===== src/rtl/mem_port_arbiter.sv =====
// Fair two-way arbiter sharing one single-port synchronous word memory
// between the instruction-fetch port and the load/store port.
module mem_port_arbiter #(
   parameter int ADDR_W = 8,
   parameter int DATA_W = 32
) (
   input  logic                clk,
   input  logic                rst,
   input  logic                if_req,
   input  logic [ADDR_W-1:0]   if_addr,
   output logic                if_ack,
   output logic [DATA_W-1:0]   if_rdata,
   input  logic                ls_req,
   input  logic                ls_we,
   input  logic [DATA_W/8-1:0] ls_be,
   input  logic [ADDR_W-1:0]   ls_addr,
   input  logic [DATA_W-1:0]   ls_wdata,
   output logic                ls_ack,
   output logic [DATA_W-1:0]   ls_rdata,
   output logic                mem_en,
   output logic                mem_we,
   output logic [DATA_W/8-1:0] mem_be,
   output logic [ADDR_W-1:0]   mem_addr,
   output logic [DATA_W-1:0]   mem_wdata,
   input  logic [DATA_W-1:0]   mem_rdata,
   output logic                busy
);

   typedef enum logic [1:0] {
      IDLE,
      ACCESS,
      RESP
   } state_t;

   state_t              state;
   state_t              state_nxt;
   logic                last_ls;
   logic                last_ls_nxt;
   logic                win_ls;
   logic                win_ls_nxt;
   logic                grant;
   logic                we_q;
   logic [DATA_W-1:0]   if_rdata_q;
   logic [DATA_W-1:0]   ls_rdata_q;

   always_comb begin
      state_nxt   = state;
      win_ls_nxt  = win_ls;
      last_ls_nxt = last_ls;
      grant       = 1'b0;
      unique case (state)
         IDLE: begin
            if (if_req || ls_req) begin
               grant       = 1'b1;
               // On a tie, the side that did not win last time goes first
               win_ls_nxt  = ls_req && (!if_req || !last_ls);
               last_ls_nxt = win_ls_nxt;
               state_nxt   = ACCESS;
            end
         end
         ACCESS:  state_nxt = RESP;
         RESP:    state_nxt = IDLE;
         default: state_nxt = IDLE;
      endcase
   end

   always_ff @(posedge clk or posedge rst) begin
      if (rst) begin
         state      <= IDLE;
         last_ls    <= 1'b0;
         win_ls     <= 1'b0;
         we_q       <= 1'b0;
         mem_be     <= '0;
         mem_addr   <= '0;
         mem_wdata  <= '0;
         if_rdata_q <= '0;
         ls_rdata_q <= '0;
      end else begin
         state   <= state_nxt;
         last_ls <= last_ls_nxt;
         win_ls  <= win_ls_nxt;
         if (grant) begin
            if (win_ls_nxt) begin
               mem_addr  <= ls_addr;
               we_q      <= ls_we;
               mem_be    <= ls_be;
               mem_wdata <= ls_wdata;
            end else begin
               mem_addr <= if_addr;
               we_q     <= 1'b0;
               mem_be   <= '1;
            end
         end
         if (state == RESP && !we_q) begin
            if (win_ls) ls_rdata_q <= mem_rdata;
            else        if_rdata_q <= mem_rdata;
         end
      end
   end

   assign busy   = (state != IDLE);
   assign mem_en = (state == ACCESS);
   assign mem_we = mem_en && we_q;
   assign if_ack = (state == RESP) && !win_ls;
   assign ls_ack = (state == RESP) && win_ls;

   // Read data is forwarded straight from the array during the ack cycle
   assign if_rdata = if_ack ? mem_rdata : if_rdata_q;
   assign ls_rdata = (ls_ack && !we_q) ? mem_rdata : ls_rdata_q;

endmodule


===== config.mk =====
export PLATFORM = sky130hd
export DESIGN_NAME = mem_port_arbiter
export DESIGN_NICKNAME = d
export VERILOG_FILES = /design/src/rtl/mem_port_arbiter.sv
export SDC_FILE = /design/constraint.sdc
export NUM_CORES = 1
export LEC_CHECK = 0
export BUFFER_PORTS_ARGS = -buffer_cell sky130_fd_sc_hd__buf_2
export CAP_MARGIN = 20
export CORE_AREA = 2 2 102 104
export DETAILED_ROUTE_END_ITERATION = 6
export DIE_AREA = 0 0 104 106
export GPL_ROUTABILITY_DRIVEN = 0
export HOLD_SLACK_MARGIN = 0.08
export PLACE_DENSITY_LB_ADDON = 0.15
export SETUP_SLACK_MARGIN = 0.3
export SLEW_MARGIN = 5
export SYNTH_ARGS = -nofsm -noshare
export SYNTH_HDL_FRONTEND = slang
export SYNTH_SLANG_ARGS = --single-unit

===== constraint.sdc =====
create_clock -name clk -period 5.2 [get_ports clk]
set_input_delay 0.52 -clock clk [delete_from_list [all_inputs] [get_ports clk]]
set_output_delay 0.52 -clock clk [all_outputs]
set_load 0.02 [all_outputs]

* Word level (Yosys, flattened, before mapping)
Cells that the tools add are included. W data, S select, Z words.
Operators by class: reduce and logical (&&, ||, !) cells 18, bitwise logic cells 1, multiplexer cells 11, equal/unequal tests 3
Operators by type and width (number):
- $mux W32 | 2
- $mux W8 | 1
- $reduce_and A2 Y1 | 4
- $logic_and A1 B1 Y1 | 6
- $mux W1 | 5
- $logic_not A1 Y1 | 4
- $mux W4 | 1
- $pmux W2 S2 | 1
- $eq A2 B1 Y1 const B | 1
- $eq A2 B2 Y1 const B | 1
- $logic_not A2 Y1 | 1
- $logic_or A1 B1 Y1 | 2
- $mux W2 | 1
- $ne A2 B2 Y1 const B | 1
- $reduce_bool A2 Y1 | 1
- $not A1 Y1 | 1
Word-level totals: output and inout port bits 113, word-level logic and storage cells 42, register bits after elaboration 113

* Logic depth before layout (Yosys ltp)
Gate-level depths: netlist (run 1).
depth after elaboration 6, mapped depth 5, mapped depth without buffers 4

* Worst setup path before layout (run 1)
OpenSTA, ideal clock, no wires.
path kind register to output, start point register state[0], end point output ls_rdata[1], stages on the path, launching flop included 6, buffers on the path 2, data arrival time 1659 ps, required time 4680 ps, setup slack 3021 ps, cell sequence dfrtp_1 > and3b_1 > nor2b_1 > buf_6 > buf_6 > mux2_1
Between the ends: longest elaborated chain between the ends 4
Ends and longest elaborated chain:
- start, declared | RTL line 35 | state_t state;
- start signal, assigned | RTL line 79 | state <= state_nxt;
- $eq A2 B2 Y1 | RTL line 105 | assign ls_ack = (state == RESP) && win_ls;
- $logic_and A1 B1 Y1 | RTL line 105
- net ls_ack | RTL line 18 | output logic ls_ack,
- $logic_and A1 B1 Y1 | RTL line 109 | assign ls_rdata = (ls_ack && !we_q) ? mem_rdata : ls_rdata_q;
- $mux W32 | RTL line 109
- end, declared | RTL line 19 | output logic [DATA_W-1:0] ls_rdata,
The timed path passes the listed nets, and every way through them passes these cells.

* Worst setup path after layout (run 1)
start point register state[0], end point output ls_rdata[28]
Between the ends: longest elaborated chain between the ends 4
Ends and longest elaborated chain (RTL line):
- $eq A2 B2 Y1 | 105
- $logic_and A1 B1 Y1 | 105
- $logic_and A1 B1 Y1 | 109
- $mux W32 | 109
Every way passes these cells.

==> results of run 1 <==
## flip-flops by register name (all words and copies together) (netlist names), named ones only
register and cells:
mem_addr 8, state 2, last_ls 1, if_rdata_q 32
ls_rdata_q 32, we_q 1, mem_wdata 32, mem_be 4
## synthesized netlist by cell type (all sizes together)
library cell,n
nand2,11
and3b,1
or3b,1
a22oi,1
dfrtp,113
clkbuf,1
nor3b,1
mux2i,8
o21ai,9
o22a,4
buf,18
inv,4
mux2,160
nor2b,4
nor2,1
a32o,1
and2,1
a21boi,1
## power by group through the flow
| stage | Combinational, mW | Clock, mW | Sequential [mW] |
|---|---|---|---|
| 2_1_floorplan | 1.57 | 0 | 1.74 |
| 3_3_place_gp | 2.39 | 0 | 1.54 |
| 3_5_place_dp | 2.44 | 0 | 1.57 |
| 4_1_cts | 2.45 | 1.06 | 1.56 |
| 5_1_grt | 2.60 | 1.11 | 1.62 |
| 6_report | 2.43 | 1.04 | 1.56 |
## area by class of cell
class	count	area, um2
Multi-Input combinational cell	204	2140
Tap cell	136	170
Timing Repair Buffer	208	1080
Fill cell	763	3210
Clock inverter	10	86.3
Inverter	4	17.5
Clock buffer	21	459
Sequential cell	113	2830
## metal layers
layer,share of wire [%],GRT usage (%),wire [um],vias up
li1,-,-,-,1634
met1,43,25.6,4710,1702
met2,48,33.8,5360,128
met3,7.4,8.15,819,14
met4,1.8,7.34,194,0
met5,0,0,0,-
## kinds of logic (layout without fill, tap and decap cells)
logic type | after synthesis | after routing
flip-flops | 113 | 113
buffers and inverters | 23 | 243
multiplexers | 168 | 168
AO/OA/AOI/OAI | 16 | 16
AND/OR/NAND/NOR | 20 | 20
## final timing paths
kind                                      startpoint                    endpoint  slack, ns  cells past startpoint
min reg2reg                if_rdata_q[3]$_DFFE_PP0P_   if_rdata_q[3]$_DFFE_PP0P_       0.48                      1
max                             state[0]$_DFFE_PP0P_                ls_rdata[28]       1.80                      5
max in group asynchronous                        rst   ls_rdata_q[5]$_DFFE_PP0P_       3.87                      4
max reg2reg                     state[0]$_DFFE_PP0P_  if_rdata_q[10]$_DFFE_PP0P_       2.29                      4
min                                     ls_wdata[17]   mem_wdata[17]$_DFFE_PP0P_       0.25                      2
min in group asynchronous                        rst   ls_rdata_q[9]$_DFFE_PP0P_       0.56                      3
## cell usage in the layout (no fill, tap or decap), types with 2 or more instances in the layout
master / instances
clkbuf_8: 4
buf_4: 5
mux2_1: 12
nand2_1: 10
o21ai_1: 2
o21ai_0: 7
mux2_4: 7
dfrtp_1: 113
buf_2: 201
nor2b_1: 2
nor2b_4: 2
clkinv_2: 5
mux2i_1: 8
clkbuf_16: 16
inv_1: 3
clkinvlp_4: 3
mux2_2: 141
o22a_1: 4
## critical path: cells and delay by family, from the launching register on
family	cells	cell delay [ns]
buf+inv	2	0.60
flops	1	0.43
mux	1	0.38
simple gates	2	0.96
## stage by stage
| stage | power [mW] | std cells | worst slack [ns] |
|---|---|---|---|
| global placement | 3.94 | 662 | 2.29 |
| global route | 5.33 | 696 | 1.57 |
| finish | 5.03 | 696 | 1.80 |
| floorplan | 3.31 | 340 | 1.69 |
| CTS | 5.08 | 693 | 1.73 |
| detailed placement | 4.01 | 662 | 2.25 |
==> out/metrics.csv, run 1 <==
metric,value,unit
initial core utilization,51.4,%
post_cts resized,0,
CTS H-Tree Depth,4,
dominant cells by area after synthesis,"dfrtp_1 (55%), mux2_2 (31%), mux2_1 (2.6%)",
final setup vio count,0,
Worst setup SP type,flop,
critical path's largest stage delay,0.70,ns
largest net degree at the start of global routing,83,
final hold violation count,0,
worst slew pin tran,1.07,ns
arrival time worst endpoint,2.88,ns
max_slew headroom,28.8,%
Final Max Slew Viols,0,
worst skew pair latency,0.50,ns
Synth area leader,dfrtp_1,
WL final,11100,um
largest family of logic cells by synthesized area,multiplexers,
Die Span Y,106,um
clk sink count,113,
Final Cell Area,0.00679,mm2
# hold bufs at CTS,0,
peak supply drop,0.334,mV
I/O Buffers,201,
fin crit period,3.40,ns
kind of end point of the critical path,primary output,
Nets,637,
post-synthesis cell type count,24,
DRT Pass-1 Iters,4,
Simple-Gate Fraction of Synth Area,2.24,%
Die W,104,um
RSZ-0062 raised after global routing,false,
status,completed,
Reg power frac,31.0,%
HP Class,in -> reg,
YS warnings,0,
via density per instance,5.00,
Synth Cell Area,0.00514,mm2
NetSw,1.93,mW
fraction of layout cells with a size suffix above 1,69.6,%
Max Fclk,294,MHz
GR Overflow Total,0,
Post-Route Hold Slack,0.255,ns
IO Count,202,
CTS tree,built,
Post-DP Area,0.00619,mm2
post-synthesis xor/xnor area fraction,0,%
ANT cells,0,
CP max-delay cell,nor2b_4,
post-synthesis compound-gate area fraction,2.05,%
Max Cap Violations,0,
Syn Inst Count,340,
antenna violations before repair,0,
drt first-iter violations,106,
Clk pwr share,20.7,%
"Seq/Total Area, Yosys",55.1,%
worst path cell trace,"and3b_1, nor2b_4, buf_4, mux2_2, buf_2",
post-route ant nets,0,
Tcrit/Tclk final,65.5,%
core area,0.0100,mm2
post-synthesis mux area share,37.1,%
Avg WL per Cell,15.9,um
Sw Share,38.3,%
first-pass GRT wire length,18100,um
P per Cell Area,741,mW/mm2
CTS buffer count,17,
clock tree buffer depth,2,
worst-path maximum fanout,29,
Via Count,3478,
adder-cell share of the synthesized area,0,%
total global-route track usage,20.9,%
setup bufs post-CTS,0,
Synthesized Nets,429,
critical path start-end classification,reg -> out,
Row Count,37,
Clock Skew,0.00579,ns
Setup TNS,0,ns
"Reg clk slew, reported paths",0.05,ns
Int Power,3.10,mW
final core utilization,67.9,%
synthesized area per cell,15.1,um2
DRC viols,0,
LEAKAGE,3.26,nW
Die Area,0.0110,mm2
Crit path required time,4.68,ns
area growth from synthesis to final layout,32.1,%
cell at the root of the clock tree,clkbuf_8,
combinational power share,48.3,%
Yosys top cell area share,55.1,%
DP HPWL,7860,um
vias in the first global route,3608,
"FF+latch count, synth",113,
Note: power is estimated with default switching activity, not from simulation.
==> inputs of run 2 (changes only) <==
ABC_AREA = 1   (was default)
CORE_AREA = 2 2 106 108   (was 2 2 102 104)
DIE_AREA = 0 0 108 110   (was 0 0 104 106)
clock period = 3.4 ns   (was 5.2 ns; I/O delays follow)
==> run 2 against run 1 <==
Setup slack worse by 1.1 ns. Critical endpoint is now ls_rdata[3]. Register-to-register slack got worse by 0.73 ns. Clock skew is 0.0041 ns higher. Non-clock buffer count rose by 27. Wire length increased by 10%. Highest routed layer unchanged. Power up 50%. Via count grew 31%. First-iteration DRC count grew 72%. Hold slack got worse by 0.14 ns.
==> out/metrics.csv, run 2 <==
metric,value,unit,change
"FF+latch count, synth",113,,unchanged
Yosys top cell area share,56.4,%,+1.4 points
I/O Buffers,201,,unchanged
"Seq/Total Area, Yosys",56.4,%,+1.4 points
fraction of layout cells with a size suffix above 1,31.8,%,-38 points
drt first-iter violations,182,,+72%
"Reg clk slew, reported paths",0.05,ns,about the same
Nets,898,,+41%
setup bufs post-CTS,0,,unchanged
RSZ-0062 raised after global routing,false,,
Setup WS pre-CTS,1.20,ns,-1.05 ns
Tcrit/Tclk final,79.7,%,
Synth area leader,dfrtp_1,,
arrival time worst endpoint,2.37,ns,-0.51 ns
Via Count,4561,,+31%
P per Cell Area,1090,mW/mm2,+47%
worst path cell trace,"inv_1, nand2_2, nor2_4, nand2_4, o21ai_0, buf_2",,
top_reg_cell synth,dfrtp_1,,
DP HPWL,7960,um,+1.3%
Syn Inst Count,586,,+72%
worst slew pin tran,0.987,ns,-0.0800 ns
total global-route track usage,20.9,%,about the same
status,completed,,
setup ws final,0.689,ns,-1.11 ns
R2R cell count,5,,+1
Largest regs,"if_rdata_q x32, ls_rdata_q x32, mem_wdata x32",,
Die Span Y,110,um,+3.8%
clk sink count,113,,unchanged
clock tree buffer depth,2,,unchanged
Crit path required time,3.06,ns,-1.62 ns
CTS buffer count,17,,unchanged
Worst setup SP type,flop,,
fin crit period,2.71,ns,
kind of end point of the critical path,primary output,,
# hold bufs at CTS,32,,+32
"Async S/R FF share, synth",100,%,unchanged
area growth from synthesis to final layout,38.3,%,
Die Area,0.0119,mm2,+7.8%
CTS H-Tree Depth,4,,unchanged
R2R setup slack,1.56,ns,-0.73 ns
CP max-delay cell,nand2_4,,
vias in the first global route,4316,,+20%
DRC viols,0,,unchanged
via density per instance,4.74,,-5.1%
final hold violation count,0,,unchanged
YS warnings,0,,unchanged
post-route ant nets,0,,unchanged
Setup TNS,0,ns,unchanged
cell at the root of the clock tree,clkbuf_8,,
most common cell in the netlist,nand2_1,,
Clock Skew,0.00993,ns,+0.00413 ns
dominant cells by area after synthesis,"dfrtp_1 (56%), nand2_1 (11%), o21ai_0 (9.2%)",,
Die W,108,um,+3.8%
Synth Cell Area,0.00501,mm2,-2.5%
Row Count,38,,+2.7%
Max Cap Violations,0,,unchanged
hold path depth,3,,+1
core area,0.0107,mm2,+7.0%
DRT Pass-1 Iters,4,,unchanged
Max Fclk,369,MHz,
CTS tree,built,,
worst-path maximum fanout,96,,+230%
WL final,12200,um,+10%
max_slew headroom,34.2,%,+5.3 points
worst skew pair latency,0.50,ns,about the same
IO Count,202,,unchanged
HP Class,in -> reg,,
Post-synth EDFFs,0,,unchanged
Avg WL per Cell,12.7,um,-20%
largest net degree at the start of global routing,114,,+37%
first-pass GRT wire length,19500,um,+7.7%
antenna violations before repair,0,,unchanged
peak supply drop,0.552,mV,+65%
ANT cells,0,,unchanged
critical path's largest stage delay,0.50,ns,-0.20 ns
critical path start-end classification,reg -> out,,
leading cell types by count after synthesis,"nand2_1 (149), dfrtp_1 (113), o21ai_0 (92)",,
placed instance count,898,,+36%
"commonest non-fill, non-tap cell in the layout",buf_2,,
post_cts resized,0,,unchanged
synthesized area per cell,8.55,um2,-43%
initial core utilization,46.8,%,-4.5 points
post-synthesis cell type count,21,,-13%
Final Max Slew Viols,0,,unchanged
most frequent cells in the layout,"buf_2 (201), nand2_1 (149), dfrtp_1 (113), o21ai_0 (92), inv_1 (88)",,
"non-filler cells, final",962,,+38%
power after layout,7.53,mW,+50%
final core utilization,64.8,%,-3.1 points
final setup vio count,0,,unchanged
Synthesized Nets,675,,+57%
LEAKAGE,3.86,nW,+18%
GR Overflow Total,0,,unchanged
[run 2: cell families after synthesis]
kind of cell           share of synthesized area, %
DFF                                            56.4
AOI/OAI and AO/OA                              17.3
buffers and inverters                          10.8
and+or+nand+nor                                15.5
[run 2: path summary, 6_finish.rpt]
check                                            from                          to
setup / recovery                 state[0]$_DFFE_PP0P_                 ls_rdata[3]
min in group asynchronous                         rst  ls_rdata_q[28]$_DFFE_PP0P_
setup reg to reg                 state[1]$_DFFE_PP0P_   mem_wdata[18]$_DFFE_PP0P_
hold reg to reg            ls_rdata_q[24]$_DFFE_PP0P_  ls_rdata_q[24]$_DFFE_PP0P_
hold / removal                            ls_wdata[3]    mem_wdata[3]$_DFFE_PP0P_
max in group asynchronous                         rst        state[1]$_DFFE_PP0P_
[run 2: metal layers]
| metal | track usage, % | vias to the layer above | wire [um] |
|---|---|---|---|
| met3 | 7.29 | 15 | 893 |
| met4 | 7.78 | 0 | 171 |
| met1 | 25.2 | 2079 | 5230 |
| met2 | 34.8 | 160 | 5900 |
| met5 | 0 | - | 0 |
| li1 | - | 2307 | - |
[run 2: layout make-up]
cell class / count / area, um2
clock inverters: 10 / 108
multi-input cells: 351 / 1650
fillers: 934 / 3770
flip-flops and latches: 113 / 2830
repair buffers: 235 / 1350
inverters: 91 / 345
clock buffers: 22 / 473
well taps: 140 / 175
[run 2: worst max-delay path: cells and delay by family, from the launching register on]
kind	cells	cell delay, ns
AOI/OAI and AO/OA	1	0.39
DFF	1	0.39
and+or+nand+nor	3	0.72
buffers and inverters	2	0.33
[run 2: power by group]
part           leakage, nW  switching [mW]  internal, mW
clock                0.283           0.586          1.11
combinational         2.19            2.37          1.13
sequential            1.38           0.320          2.01
total                 3.86            3.28          4.25
[run 2: stage by stage]
stage               hold slack (ns)  instance area [um2]
global route                 0.0848                 6930
detailed placement            0.463                 6030
floorplan                     0.442                 5010
finish                        0.112                 6930
CTS                          0.0880                 6930
global placement              0.457                 6030
